--- src/rtl/if_fetch.sv ---
// Instruction-fetch stage: owns the PC, drives the instruction SRAM read port and
// hands {ce, pc} to ID so it lines up with the SRAM data one edge later.
module if_fetch #(
    parameter logic [31:0] RESET_PC = 32'hBFC0_0000,
    parameter int          STALL_WD = 6
) (
    input  logic                clk,
    input  logic                rst,
    input  logic [STALL_WD-1:0] stall,
    input  logic [32:0]         br_bus,
    output logic [32:0]         if_to_id_bus,
    output logic                inst_sram_en,
    output logic [3:0]          inst_sram_wen,
    output logic [31:0]         inst_sram_addr,
    output logic [31:0]         inst_sram_wdata,
    output logic                fetch_adel,
    output logic [31:0]         fetch_cnt
);
    localparam logic STOP = 1'b1;

    logic        br_e;
    logic [31:0] br_addr;
    logic [31:0] pc_q, pc_d, next_pc;
    logic        ce_q, ce_d;
    logic        pend_v_q, pend_v_d;
    logic [31:0] pend_addr_q, pend_addr_d;
    logic [31:0] cnt_q, cnt_d;

    assign {br_e, br_addr} = br_bus;

    // A live branch beats a remembered one; otherwise fall through sequentially.
    assign next_pc = br_e     ? br_addr     :
                     pend_v_q ? pend_addr_q :
                                pc_q + 32'd4;

    always_comb begin
        pc_d        = pc_q;
        ce_d        = ce_q;
        pend_v_d    = pend_v_q;
        pend_addr_d = pend_addr_q;
        if (!ce_q) begin
            ce_d = 1'b1;
            pc_d = RESET_PC;
        end else if (stall[0] != STOP) begin
            pc_d     = next_pc;
            pend_v_d = 1'b0;
        end else if (br_e) begin
            pend_v_d    = 1'b1;
            pend_addr_d = br_addr;
        end
    end

    assign cnt_d = inst_sram_en ? cnt_q + 32'd1 : cnt_q;

    always_ff @(posedge clk) begin
        if (!rst) begin
            pc_q        <= RESET_PC - 32'd4;
            ce_q        <= 1'b0;
            pend_v_q    <= 1'b0;
            pend_addr_q <= 32'd0;
            cnt_q       <= 32'd0;
        end else begin
            pc_q        <= pc_d;
            ce_q        <= ce_d;
            pend_v_q    <= pend_v_d;
            pend_addr_q <= pend_addr_d;
            cnt_q       <= cnt_d;
        end
    end

    // SRAM enable drops during an IF/ID stall so ID keeps seeing the same data.
    assign if_to_id_bus    = {ce_q, pc_q};
    assign inst_sram_addr  = pc_q;
    assign fetch_adel      = ce_q & (pc_q[1:0] != 2'b00);
    assign inst_sram_en    = ce_q & ~fetch_adel & (stall[1] != STOP);
    assign inst_sram_wen   = 4'b0000;
    assign inst_sram_wdata = 32'd0;
    assign fetch_cnt       = cnt_q;
endmodule

--- config.mk ---
export PLATFORM = sky130hd
export DESIGN_NAME = if_fetch
export DESIGN_NICKNAME = d
export VERILOG_FILES = /design/src/rtl/if_fetch.sv
export SDC_FILE = /design/constraint.sdc
export NUM_CORES = 1
export LEC_CHECK = 0
export ABC_AREA = 0
export CORE_MARGIN = 2
export CORE_UTILIZATION = 39
export CTS_CLUSTER_SIZE = 8
export DETAILED_ROUTE_END_ITERATION = 16
export PLACE_DENSITY = 0.72
export REMOVE_ABC_BUFFERS = 1
export SYNTH_ARGS = -nofsm -noshare
export SYNTH_HDL_FRONTEND = slang
export SYNTH_SLANG_ARGS = --single-unit
--- constraint.sdc ---
create_clock -name clk -period 2.3 [get_ports clk]
set_clock_uncertainty 0.15 [all_clocks]
set_input_delay 0.575 -clock clk [delete_from_list [all_inputs] [get_ports clk]]
set_output_delay 0.575 -clock clk [all_outputs]
set_load 0.02 [all_outputs]
**Word-level counts from Yosys, hierarchy flattened**

Index checks and enable logic that the tools add are counted.

- RAM bits: 0
- Bits of input ports: 41
- Output and inout port bits: 135
- Memories kept: 0
- Flip-flop bits (word level): 98
- Logic and storage cells: 26
- Bits in read-only memories: 0
- Latch bits: 0

- Bitwise logic cells: 5
- Mux-type cells: 7
- Shift operators: 0
- Magnitude comparators: 0
- Multipliers: 0
- Eq/ne operators: 2
- Add/subtract/negate cells: 2
- Reductions and logical operators: 4
- Div/mod/pow operators: 0

Operators with widths:

| kind | number |
|---|---|
| $mux W32 | 2 |
| $mux W23 | 2 |
| $add A32 B1 Y32 const B | 1 |
| $add A32 B3 Y32 const B | 1 |
| $reduce_and A2 Y1 | 2 |
| $and A1 B1 Y1 | 3 |
| $mux W1 | 3 |
| $reduce_and A3 Y1 | 1 |
| $ne A2 B1 Y1 const B | 1 |
| $ne A2 B2 Y1 const B | 1 |
| $not A1 Y1 | 2 |
| $reduce_bool A2 Y1 | 1 |

**Longest topological paths before layout**

Gate-level depths: netlist of the first run.

- Depth in word-level cells: 5
- Gate-level depth with buffers: 8
- Depth with buffers taken out: 6

**Least setup slack after synthesis of the first run**

OpenSTA, ideal clock, no wires.

- Path type: input port to flip-flop
- Start: input stall[1]
- End: register cnt_q[12], in the netlist fetch_cnt[12]
- Setup slack: -0.197 ns
- Stages on the path: 6
- Buffers on the path: 2
- Required time: 2.080 ns
- Arrival time: 2.277 ns
- Setup time: 0.070 ns
- Cell sequence: or4b_1 -> buf_2 -> or4_1 -> clkbuf_2 -> or3_1 -> a21oi_1

- Longest elaborated chain between the ends: 2

RTL lines:

| item | line | text |
|---|---|---|
| from (decl) | 9 | `input logic [STALL_WD-1:0] stall,` |
| $not A1 Y1 | 75 | `assign inst_sram_en = ce_q & ~fetch_adel & (stall[1] != STOP);` |
| $and A1 B1 Y1 | 75 |  |
| to (signal assigned) | 67 | `cnt_q <= cnt_d;` |
| to (decl) | 27 | `logic [31:0] cnt_q, cnt_d;` |

Every way passes these cells.
A chain may end at the register's enable or synchronous reset.

**Final worst setup path of the first run**

- Start: input stall[1]
- End: output inst_sram_en

- Longest elaborated chain between the ends: 2

RTL lines:

| item | line | text |
|---|---|---|
| $not A1 Y1 | 75 |  |
| $and A1 B1 Y1 | 75 |  |
| to (decl) | 12 | `output logic inst_sram_en,` |

Every way passes these cells.

==> impl_metrics.tcl, run 1 <==
set metrics [dict create \
    ys_ff_latch 98 \
    switching_share_pct 28.4 \
    cts_tree "yes" \
    clk_latency_ns 0.35 \
    antenna_found_initial 0 \
    synth_ff_type "dfxtp_1" \
    area_growth_pct 32.7 \
    clkTransAtPathRegs_ns 0.07 \
    start_util_pct 40.2 \
    avgRoutedWirePerCell_um 14.8 \
    grt_pass1_wl_mm 24.6 \
    n_fill_cell 1366 \
    setup_tns_ns 0 \
    numClockSinks 98 \
    hold_viol 0 \
    syn_area_mm2 0.00562 \
    combPwrFrac_pct 20.5 \
    portBuffers 135 \
    cts.htree.levels 3 \
    die_h_um 124 \
    die_w_um 124 \
    layout-drive-gt1-share_pct 11.0 \
    pin_count 176 \
    place_inst 1026 \
    rsz0062_at_grt "no" \
    vias 5529 \
    synth_area_per_cell_um2 7.66 \
    yosysSeqAreaShare_pct 34.9 \
    power.internal_mw 3.05 \
    regArea_mm2 0.00196 \
    via_per_inst 5.28 \
    period_needed_ns 2.25 \
    cts_buffer_depth 2 \
    grt-ovfl-total 0 \
    peakVddDrop_mv 0.297 \
    antenna_cells 0 \
    synth_cell_types 56 \
    status "completed" \
    track_usage_pct 20.1 \
    crit_fanout 5 \
    synth-async-reset-ratio_pct 0 \
    dieArea_mm2 0.0154 \
    tightestPinTransition_ns 0.694 \
    syn_inst 734 \
    firstDrtPassIters 4 \
    cp-end-kind "output pin" \
    cts_root_buffer "clkbuf_16" \
    hold_class "reg2reg" \
    slew-limit-headroom_pct 53.1 \
    worstPathArrival_ns 1.53 \
    antenna_left 0 \
    holdBufCountCts 0 \
    fin_crit_sh_pct 98.0 \
    sequentialPowerShare_pct 43.1 \
    drc 0 \
    dp_hpwl_mm 11.1 \
    first_iter_violations 388 \
    post-route-util_pct 53.3 \
    synth_edf_count 0 \
    clock_power_share_pct 36.4 \
    multi_input_area_mm2 0.00305 \
    net-switching-power_mw 1.21 \
    finalNonFillerCells 1047 \
    grt_max_degree 50 \
    cp.required_ns 1.57 \
    crit_type "in2out" \
    p_leak_nw 2.91 \
    finalSetupViolCount 0 \
    wirelength_mm 15.5 \
    place.gp.congestion 0.875 \
    rows 43 \
    timing.fmax_ghz 0.444 \
    fin_nets 905 \
    cts_buffers 9 \
    critPathLaunchType "input pin" \
    synth-warning-count 0 \
    grt_pass1_vias 4904 \
    drv_slew 0 \
    maxCapViolCount 0 \
    cellPowerDensity_mw_per_mm2 572 \
    placeableCoreArea_mm2 0.0140 \
]
-- routing by layer --
layer	vias to the layer above	GRT usage (%)	part of all wire [%]
li1	2728	-	-
met1	2634	27.7	45
met2	157	33.0	49
met3	10	3.07	5.7
met4	0	4.92	0.88
met5	-	0	0
-- logic make-up (layout without fill, tap and decap cells) --
| group | after synthesis | count (layout) | share of synthesized area (%) |
|---|---|---|---|
| XOR/XNOR | 22 | 22 | 3.43 |
| other | 1 | 36 | 0.0667 |
| AO/OA/AOI/OAI | 161 | 161 | 18.6 |
| adder cells (fa/ha/maj) | 2 | 2 | 0.445 |
| flip-flops | 98 | 98 | 34.9 |
| buffers and inverters | 135 | 233 | 13.7 |
| AND/OR/NAND/NOR | 301 | 301 | 26.4 |
| multiplexers | 14 | 14 | 2.49 |
-- sequential cells by signal (all words and copies together), names as in the netlist, named ones only --
| signal | count |
|---|---|
| ce_q | 1 |
| fetch_cnt | 32 |
| inst_sram_addr | 30 |
| pend_addr_q | 32 |
| pend_v_q | 1 |
-- layout make-up --
cell class | instances | share of cell area (%)
multi-input combinational | 536 | 40.9
sequential | 98 | 26.3
timing repair buffer | 199 | 24.9
clock buffer | 14 | 3.54
tap | 180 | 3.02
inverter | 18 | 0.906
clock inverter | 2 | 0.470
-- cells in the mapped netlist (7+ instances only) --
library cell    n  area share [%]
and3_1          7            0.78
a21oi_1        59             5.3
nor3_1         10            0.89
and2_1          7            0.78
nand4_1        15             1.7
dfxtp_1        98              35
o211ai_1        7            0.93
o31a_1          7             1.1
clkbuf_1       40             2.7
or4_1           7            0.93
and4_1          8             1.2
nand2b_1       22             2.4
nand2_1       122             8.1
a221o_1         8             1.4
inv_1          16             1.1
mux2i_1        14             2.5
nor2_1         42             2.8
nor2b_1         8            0.89
nand3_1        33             2.9
a211oi_1        7            0.93
xor2_1         10             1.6
o21ai_0        33             2.9
buf_4          69             9.2
o311a_1         7             1.2
xnor2_1        12             1.9
-- layout by cell type, fill, tap and decap left out, types with 8 or more instances in the layout --
| cell | instances |
|---|---|
| nor3_1 | 10 |
| buf_4 | 61 |
| nor2b_1 | 8 |
| inv_1 | 16 |
| clkbuf_16 | 9 |
| nand3_1 | 33 |
| xor2_1 | 10 |
| mux2i_1 | 14 |
| nand2b_1 | 22 |
| nor2_1 | 41 |
| and4_1 | 8 |
| o21ai_0 | 33 |
| clkdlybuf4s50_1 | 129 |
| nand4_1 | 15 |
| conb_1 | 36 |
| a21oi_1 | 58 |
| dfxtp_1 | 97 |
| xnor2_1 | 12 |
| nand2_1 | 122 |
| a221o_1 | 8 |
-- stage by stage --
step                      setup WS (ns)  hold WS, ns  power [mW]  area, µm²
after floorplan                  -0.281        0.283        2.30       5050
after global placement           -0.638        0.292        2.73       7100
after detailed placement         -0.699        0.295        2.75       7100
after CTS                        0.0152        0.304        4.29       7430
after global routing            0.00985        0.323        4.45       7460
final                            0.0457        0.302        4.26       7460
-- final timing paths --
check / from / endpoint / slack, ns / depth (start not counted)
setup reg to reg: register / fetch_cnt[12]$_SDFFE_PN0P_ / 0.07 / 4
hold reg to reg: pend_addr_q[8]$_SDFFE_PN0P_ / pend_addr_q[8]$_SDFFE_PN0P_ / 0.30 / 2
hold / removal: pend_addr_q[8]$_SDFFE_PN0P_ / pend_addr_q[8]$_SDFFE_PN0P_ / 0.30 / 2
setup / recovery: stall[1] / inst_sram_en / 0.05 / 4
-- power by group through the flow --
stage / Combinational, mW / Clock [mW] / Sequential (mW)
floorplan: 0.323 / 0 / 1.98
global placement: 0.861 / 0 / 1.87
detailed placement: 0.871 / 0 / 1.87
CTS: 0.875 / 1.58 / 1.84
global route: 0.953 / 1.65 / 1.85
finish: 0.875 / 1.55 / 1.84
-- what timing repair did --
item | CTS | global route
buffers inserted | 2 | 4
pin swaps | 5 | 1
endpoints found under the setup margin | 24 | 14
cloned | 0 | 0
resized for setup | 14 | 5
-- worst max-delay path, stage by stage --
cell    delay [ns]
buf_2         0.10
or4b_4        0.59
inv_1         0.10
buf_2         0.16
No activity file was read; power rests on OpenSTA's default activity.
==> run 2: changes to the inputs <==
- CORE_ASPECT_RATIO: not set -> 0.75
==> run 2 against run 1 <==
Compared with the run above: wire length up 3.3%; combinational power up 2%; via count about the same; core utilization rose by 0.83 points; non-clock buffer count shrank 1; worst setup slack better by 0.00097 ns; die area about the same; critical path depth decreased by 3; critical path type is now reg2out; critical endpoint is now fetch_cnt[9]; largest power group unchanged; highest routed layer unchanged.
==> impl_metrics.tcl, run 2 (synthesis results as in run 1) <==
set metrics [dict create \
    clk_latency_ns 0.35 \
    dr.max_layer_used "met4" \
    status "completed" \
    layout_common_cells "clkdlybuf4s50_1, nand2_1, dfxtp_1" \
    portBuffers 135 \
    crit_fanout 5 \
    vias 5524 \
    fin_crit_sh_pct 98.0 \
    grt-ovfl-total 0 \
    grt_pass1_vias 4871 \
    place.gp.congestion 0.839 \
    timing.fmax_ghz 0.444 \
    numClockSinks 98 \
    final_common_cell "clkdlybuf4s50_1" \
    slew-limit-headroom_pct 55.5 \
    cts.htree.levels 3 \
    peakVddDrop_mv 0.376 \
    drc 0 \
    track_usage_pct 20.4 \
    firstDrtPassIters 5 \
    hp-start "pend_addr_q[7]$_SDFFE_PN0P_" \
    period_needed_ns 2.25 \
    startpoint "fetch_cnt[9]$_SDFFE_PN0P_" \
    grt_max_degree 45 \
    drv_slew 0 \
    p_total_mw 4.39 \
    place_inst 1021 \
    start_util_pct 40.5 \
    via_per_inst 5.30 \
    post-route-util_pct 54.2 \
    cts_tree "yes" \
    clkTransAtPathRegs_ns 0.07 \
    routed-wl-met3_um 896 \
    cp-end-kind "output pin" \
    dp_hpwl_mm 11.5 \
    critPathLaunchType "register" \
    cts_buffer_depth 2 \
    tightestPinTransition_ns 0.660 \
    first_iter_violations 350 \
    wl_met2_mm 6.84 \
    avgRoutedWirePerCell_um 15.3 \
    cts_buffers 9 \
    die_h_um 108 \
    finalSetupViolCount 0 \
    cp_num_buf_inv 1 \
    dieArea_mm2 0.0154 \
    antenna_cells 0 \
    die_w_um 143 \
    fin_nets 905 \
    layout-drive-gt1-share_pct 11.8 \
    cts_root_buffer "clkbuf_16" \
    crit_type "reg2out" \
    rsz0062_at_grt "yes" \
    cellPowerDensity_mw_per_mm2 583 \
    worstPathArrival_ns 1.53 \
    finalNonFillerCells 1042 \
    area_growth_pct 33.9 \
    setup_tns_ns 0 \
    rows 37 \
    wl_met1_mm 8.00 \
    r2r_slack_ns 0.06 \
    hold_viol 0 \
    p_leak_nw 2.93 \
    n_fill_cell 1284 \
    crit_family "buffers and inverters" \
    placeableCoreArea_mm2 0.0139 \
    antenna_left 0 \
    wirelength_mm 16.0 \
    cp.required_ns 1.57 \
    pin_count 176 \
    hold_class "reg2reg" \
    antenna_found_initial 0 \
    slowest_stage "clkdlybuf4s50_1" \
    maxCapViolCount 0 \
    slowest_delay_ns 0.67 \
    cp_cell_sequence "clkdlybuf4s50_1" \
    grt_pass1_wl_mm 25.2 \
]
## run 2: cell types whose count changed in the layout (fill, tap and decap cells not counted), sizes merged
cell and delta:
buf -2, clkinvlp +1, dlygate4sd2 -1, clkinv +2, bufinv +1, clkdlybuf4s50 +1, nand4 +1, clkbuf -3
## run 2: final timing paths
| check | endpoint | cells after the start |
|---|---|---|
| max | fetch_cnt[9] | 1 |
| min | pend_addr_q[7]$_SDFFE_PN0P_ | 2 |
| max reg2reg | fetch_cnt[29]$_SDFFE_PN0P_ | 8 |
| min reg2reg | pend_addr_q[7]$_SDFFE_PN0P_ | 2 |
## run 2: final cells by class
type | count | area, µm² | share of cell area, %
Tap cell | 175 | 219 | 2.91
Sequential cell | 98 | 1970 | 26.1
Multi-Input combinational cell | 537 | 3080 | 41.0
Timing Repair Buffer | 198 | 1860 | 24.7
Clock buffer | 10 | 239 | 3.18
Clock inverter | 6 | 90.1 | 1.20
Inverter | 18 | 67.6 | 0.898
## run 2: layer usage
metal  vias to the layer above  track usage [%]
li1                       2729                -
met5                         -                0
met3                        21             3.76
met2                       191             29.6
met1                      2583             30.5
met4                         0             5.94
## run 2: power breakdown
group,switching [mW],total (mW),internal [mW]
combinational,0.494,0.891,0.397
clock,0.678,1.66,0.985
sequential,0.0746,1.84,1.76
total,1.25,4.39,3.14
## run 2: per-stage QoR
stage | setup WS, ns | cell area (µm²) | hold slack [ns]
4_1_cts | 0.00841 | 7490 | 0.303
5_1_grt | -0.121 | 7520 | 0.323
6_report | 0.0467 | 7520 | 0.301
3_5_place_dp | -0.687 | 7090 | 0.294
3_3_place_gp | -0.665 | 7090 | 0.292
2_1_floorplan | -0.281 | 5050 | 0.283
## run 2: timing repair
action	in CTS	in global routing
endpoints found under the setup margin	24	16
pin swaps	5	4
gates resized for setup	13	12
gates cloned	1	0
setup buffers	4	0
hold buffers	0	0
